==> src/rtl/alu_output_stage.sv <==
// alu_output_stage: classifies tagged ALU results and returns them to the
// originating requester port through a two-register pipeline. Per-port
// outstanding counters drive busy/stall indications, and any unbalanced
// issue/response traffic latches a sticky protocol error.
module alu_output_stage #(
  parameter int MAX_OUT = 3
) (
  input  logic        c_clk,
  input  logic        reset,
  input  logic        alu_valid,
  input  logic [0:1]  alu_req_id,
  input  logic [0:3]  alu_cmd,
  input  logic [0:63] alu_result,
  input  logic        issue_valid,
  input  logic [0:1]  issue_req_id,
  output logic [0:1]  out_resp1,
  output logic [0:1]  out_resp2,
  output logic [0:1]  out_resp3,
  output logic [0:1]  out_resp4,
  output logic [0:31] out_data1,
  output logic [0:31] out_data2,
  output logic [0:31] out_data3,
  output logic [0:31] out_data4,
  output logic [0:3]  port_busy,
  output logic [0:3]  issue_stall,
  output logic        proto_err
);

  localparam logic [1:0] MAX_CNT   = 2'(MAX_OUT);
  localparam logic [1:0] RESP_NONE = 2'b00;
  localparam logic [1:0] RESP_OK   = 2'b01;
  localparam logic [1:0] RESP_ERR  = 2'b10;

  // Classified view of the incoming result
  logic [1:0]  cls_resp;
  logic [31:0] cls_data;

  // Stage A: classified result waiting to be steered
  logic        a_valid_reg;
  logic [1:0]  a_id_reg;
  logic [1:0]  a_resp_reg;
  logic [31:0] a_data_reg;

  // Stage B: response currently driven onto one port
  logic        b_valid_reg;
  logic [1:0]  b_id_reg;
  logic [1:0]  b_resp_reg;
  logic [31:0] b_data_reg;

  logic        proto_err_reg;
  logic [0:3]  err_set;

  logic [1:0]  resp_arr [4];
  logic [31:0] data_arr [4];

  // Decode command and carry/borrow extension into a response code
  always_comb begin
    cls_resp = RESP_ERR;
    cls_data = 32'h0;
    case (alu_cmd)
      4'd1, 4'd2: begin
        // Nonzero extension means the add carried out or the sub borrowed
        if (alu_result[0:31] == 32'h0) begin
          cls_resp = RESP_OK;
          cls_data = alu_result[32:63];
        end
      end
      4'd5, 4'd6: begin
        cls_resp = RESP_OK;
        cls_data = alu_result[32:63];
      end
      default: begin
        cls_resp = RESP_ERR;
        cls_data = 32'h0;
      end
    endcase
  end

  // Stage A capture; reset drops any in-flight result
  always_ff @(posedge c_clk) begin
    if (reset) begin
      a_valid_reg <= 1'b0;
      a_id_reg    <= 2'b00;
      a_resp_reg  <= RESP_NONE;
      a_data_reg  <= 32'h0;
    end else begin
      a_valid_reg <= alu_valid;
      a_id_reg    <= alu_req_id;
      a_resp_reg  <= cls_resp;
      a_data_reg  <= cls_data;
    end
  end

  // Stage B capture; holds each response for exactly one cycle
  always_ff @(posedge c_clk) begin
    if (reset) begin
      b_valid_reg <= 1'b0;
      b_id_reg    <= 2'b00;
      b_resp_reg  <= RESP_NONE;
      b_data_reg  <= 32'h0;
    end else begin
      b_valid_reg <= a_valid_reg;
      b_id_reg    <= a_id_reg;
      b_resp_reg  <= a_resp_reg;
      b_data_reg  <= a_data_reg;
    end
  end

  generate
    for (genvar gi = 0; gi < 4; gi++) begin : g_port
      logic [1:0] cnt_reg;
      logic       inc;
      logic       dec;

      assign inc = issue_valid && (issue_req_id == 2'(gi));
      // Decrement coincides with stage B loading a response for this port
      assign dec = a_valid_reg && (a_id_reg == 2'(gi));

      assign err_set[gi] = (inc && (cnt_reg == MAX_CNT)) ||
                           (dec && (cnt_reg == 2'd0));

      // Outstanding-request counter, saturating at both ends
      always_ff @(posedge c_clk) begin
        if (reset) begin
          cnt_reg <= 2'd0;
        end else if (inc && !dec) begin
          if (cnt_reg != MAX_CNT) begin
            cnt_reg <= cnt_reg + 2'd1;
          end
        end else if (dec && !inc) begin
          if (cnt_reg != 2'd0) begin
            cnt_reg <= cnt_reg - 2'd1;
          end
        end
      end

      assign port_busy[gi]   = (cnt_reg != 2'd0);
      assign issue_stall[gi] = (cnt_reg == MAX_CNT);

      // Only the port addressed by stage B sees a nonzero response
      assign resp_arr[gi] = (b_valid_reg && (b_id_reg == 2'(gi))) ? b_resp_reg : RESP_NONE;
      assign data_arr[gi] = (b_valid_reg && (b_id_reg == 2'(gi))) ? b_data_reg : 32'h0;
    end
  endgenerate

  // Sticky protocol error, cleared only by reset
  always_ff @(posedge c_clk) begin
    if (reset) begin
      proto_err_reg <= 1'b0;
    end else if (|err_set) begin
      proto_err_reg <= 1'b1;
    end
  end

  assign proto_err = proto_err_reg;

  assign out_resp1 = resp_arr[0];
  assign out_resp2 = resp_arr[1];
  assign out_resp3 = resp_arr[2];
  assign out_resp4 = resp_arr[3];
  assign out_data1 = data_arr[0];
  assign out_data2 = data_arr[1];
  assign out_data3 = data_arr[2];
  assign out_data4 = data_arr[3];

endmodule

==> config.mk <==
export PLATFORM = sky130hd
export DESIGN_NAME = alu_output_stage
export DESIGN_NICKNAME = d
export VERILOG_FILES = /design/src/rtl/alu_output_stage.sv
export SDC_FILE = /design/constraint.sdc
export NUM_CORES = 1
export LEC_CHECK = 0
export BUFFER_PORTS_ARGS = -buffer_cell sky130_fd_sc_hd__buf_2
export CAP_MARGIN = 20
export CORE_UTILIZATION = 40
export CTS_CLUSTER_SIZE = 24
export DETAILED_ROUTE_END_ITERATION = 8
export PLACE_DENSITY = 0.76
export SYNTH_ARGS = -nofsm -noshare
export SYNTH_HDL_FRONTEND = slang
export SYNTH_SLANG_ARGS = --single-unit
export TNS_END_PERCENT = 100
==> constraint.sdc <==
create_clock -name c_clk -period 1.2 [get_ports c_clk]
set_input_delay 0.06 -clock c_clk [delete_from_list [all_inputs] [get_ports c_clk]]
set_output_delay 0.06 -clock c_clk [all_outputs]
set_load 0.005 [all_outputs]
==> metrics.md <==
| Metric | Value |
|---|---|
| Crit path setup slack, layout | -0.276 ns |
| Internal power component | 4.00 mW |
| Die area | around 10000 µm² |
| Slew Viols, Final | 0 |
| Status | finished with violations |
| Chip width | 101 µm |
| Post-synth top cells | and2_1, dfxtp_1, nor2b_1 |
| TritonCTS clock tree | done |
| Post-synth ARST share | 0% |
| Most common cell in the netlist | and2_1 |
| Top cells by area, synth | dfxtp_1, and2_1, nor4b_2, nor2b_1, clkbuf_1 |
| Number of port buffers | 220 |
| Placed cell count | roughly 750 |
| Max-slew headroom | 80.8% |
| Seq/Total Area, Yosys | 42.7% |
| Critical Path Source Type | register |
| Initial Util | 41.7% |
| Gr usage total | 19.0% |
| Synthesized area | 3890 µm² |
| P per Cell Area | roughly 860 nW/µm² |
| Root Buffer | clkbuf_8 |
| Total power | 5.26 mW |
| Yosys warns | 0 |
| R2r endpoint | g_port[1].cnt_reg[0] |
| Non-filler instance count after layout | 807 |
| Distinct cells, synth | 37 |
| Slew @ Worst Pin | roughly 0.28 ns |
| Post-synth top flop | dfxtp_1 |
| Final Skew | 0.0141 ns |
| Final Critical Period | around 1.5 ns |
| MaxCap Viol Count | 0 |
| R2R cell count | 4 |
| Mux cell area share after synthesis | 0.257% |
| Vias per cell | 4.64 |
| Global-route wire length before repair | 15200 µm |
| Post-Syn Nets | just under 500 |
| Fraction of the mapped netlist area in simple logic gates | 48.3% |
| Grt total ovfl | 0 |
| Syn Inst Count | slightly above 400 |
| Site Rows | 35 |
| Placer Congestion | just over 0.8 |
| Final setup fails | between 100 and 150 |
| Dominant cell type by area after synthesis | dfxtp_1 |
| RR Startpoint | a_id_reg[1] |
| CTS buffer count | 9 |
| Worst VDD drop | 0.000649 V |
| Reg clk slew, reported paths | around 0.070 ns |
| Hold depth | 2 |
| Worst hold start | alu_result[34] |
| Top Ports | 221 |
| Number of flops mapped to enable cells by yosys | 0 |
| # nets final | around 750 |
| RSZ-0062 raised after global routing | true |
| Synth Area in Compound Gates | 4.24% |
| Core Area | between 9000 and 10000 µm² |
| Drt total wl | between 10000 and 15000 µm |
| Largest net degree at the start of global routing | 35 |
| Comb power frac | a little under an eighth |
| FILL cells | a little under 800 |
| Sw Share | between 20% and 30% |
| Number of global-route vias before repair | about 3300 |
| Adder-cell share of the synthesized area | 0% |
| Total number of vias | ~3700 |
| Initial DRC count | 111 |
| Antenna Nets Post-Route | 0 |
| Seq pwr share | between 50% and 60% |
| XOR/XNOR Fraction of Synth Area | 0.450% |
| Final Hold Fails | 0 |
| Layout cells sized above 1 | roughly 49% |
| Layout area overhead | 57.0% |
| Fmax | between 600 and 700 MHz |
| Critical Path End Type | output port |
| Hold EP | a_data_reg[29] |
| Hold Crit Class | in -> reg |
| FF-to-FF setup slack | -0.04 ns |
| DR pass1 iterations | 4 |
| CP Class | reg -> out |
| Register bit total from synthesis | 83 |
| CTS Buffer Depth | 2 |
| Worst skew pair latency | between 0.3 and 0.4 ns |
| Synth top area share | a little over two fifths |
| Wirelength per Cell | about 13 µm |
| Largest family of logic cells by synthesized area | simple AND/OR/NAND/NOR gates |
| Post-route DRC violation count | 0 |
| Tcrit/Tclk final | 123% |
| CP arrival | between 1 and 1.5 ns |
| Chip height | between 100 and 150 µm |
| Dpl hpwl | approximately 7100 µm |
| Violated checks | setup timing |
| Critical path peak fanout | 17 |
| Data required, critical path | about 1.1 ns |
| Clk pwr share | ~34% |
| Htree depth | 3 |
| Synth Area per Inst | between 9 and 10 µm² |
| Psw | about 1.3 mW |
| CTS sink cnt | 83 |
| Leak | ~3.0 nW |
| Initial antenna violation count | 1 |
## repair_timing
item	in CTS	in global routing
cloned	1	2
endpoints found under the setup margin	141	144
hold endpoints to repair	33	0
resized for setup	12	50
buffers inserted	2	2
pin swaps	10	11
hold buffers	33	0
## cell families (layout without fill, tap and decap cells)
group | count (synthesis) | after routing
other cells | 0 | 1
flops | 83 | 83
compound gates | 27 | 27
mux | 1 | 1
buf+inv | 35 | 302
simple gates | 262 | 262
xor+xnor | 2 | 2
## area by class of cell
cell class | count | area [µm²] | share of cell area, %
antenna | 1 | 2.50 | 0.0410
clock inverter | 4 | 26.3 | 0.430
clock buffer | 11 | 151 | 2.48
timing repair buffer | 280 | 1870 | 30.7
inverter | 7 | 26.3 | 0.430
multi-input combinational | 292 | 2180 | 35.7
sequential | 83 | 1680 | 27.6
tap | 129 | 161 | 2.64
## worst max path at each step
stage	end	cells past startpoint	slack [ns]	from
CTS	out_resp1[0]	5	-0.27	b_id_reg[1]
floorplan	g_port[1].cnt_reg[0]	4	0.009	a_id_reg[1]
finish	out_data4[30]	4	-0.28	b_id_reg[1]
global placement	a_data_reg[25]	6	-0.14	alu_result[22]
global route	out_data4[30]	4	-0.34	b_id_reg[1]
detailed placement	a_data_reg[25]	6	-0.21	alu_result[6]
## power groups by stage
stage	combinational (mW)	sequential (mW)	clock, mW
CTS	0.598	2.85	1.84
global placement	0.480	2.91	0
detailed placement	0.493	2.92	0
floorplan	0.259	2.90	0
finish	0.610	2.85	1.79
global route	0.661	2.86	1.96
## cells in the final DEF (no fill, tap or decap), drive strengths merged
cell type / instances
buf: 246
and2: 137
dfxtp: 83
nor2b: 41
dlygate4sd3: 33
nor4b: 32
nand2: 12
clkbuf: 12
a21oi: 11
nor4: 8
nor2: 8
inv: 7
nand3: 5
o21ai: 5
or2: 4
a21o: 3
o211ai: 3
and3b: 3
nor3b: 3
clkinv: 3
and4: 2
nand3b: 2
o22ai: 2
nand2b: 2
diode: 1
and3: 1
xnor2: 1
mux2i: 1
xor2: 1
o21ba: 1
or3b: 1
a211oi: 1
a31oi: 1
nor3: 1
clkinvlp: 1
## critical path, cell delays in order (launching register included)
cell	delay, ns
dfxtp_2	0.37
and3_2	0.26
buf_12	0.16
and2_1	0.17
buf_2	0.12
## layer usage
| metal | routed length (µm) | track usage [%] |
|---|---|---|
| met2 | 5670 | 35.5 |
| met4 | 205 | 4.91 |
| met3 | 597 | 3.88 |
| met5 | 0 | 0 |
| met1 | 4330 | 22.0 |
## metrics by stage
stage	util [%]	TNS [ns]	instance area (µm²)	hold slack [ns]	setup WS [ns]
3_5_place_dp	56.9	-4.82	5300	0.280	-0.214
4_1_cts	63.0	-32.38	5880	0.00493	-0.275
5_1_grt	65.5	-42.03	6110	0.00711	-0.343
2_1_floorplan	-	0	3900	0.188	0.00860
3_3_place_gp	56.9	-4.09	5300	0.272	-0.144
6_report	65.5	-32.08	6110	0.0257	-0.276
Note: power is estimated with default switching activity, not from simulation.
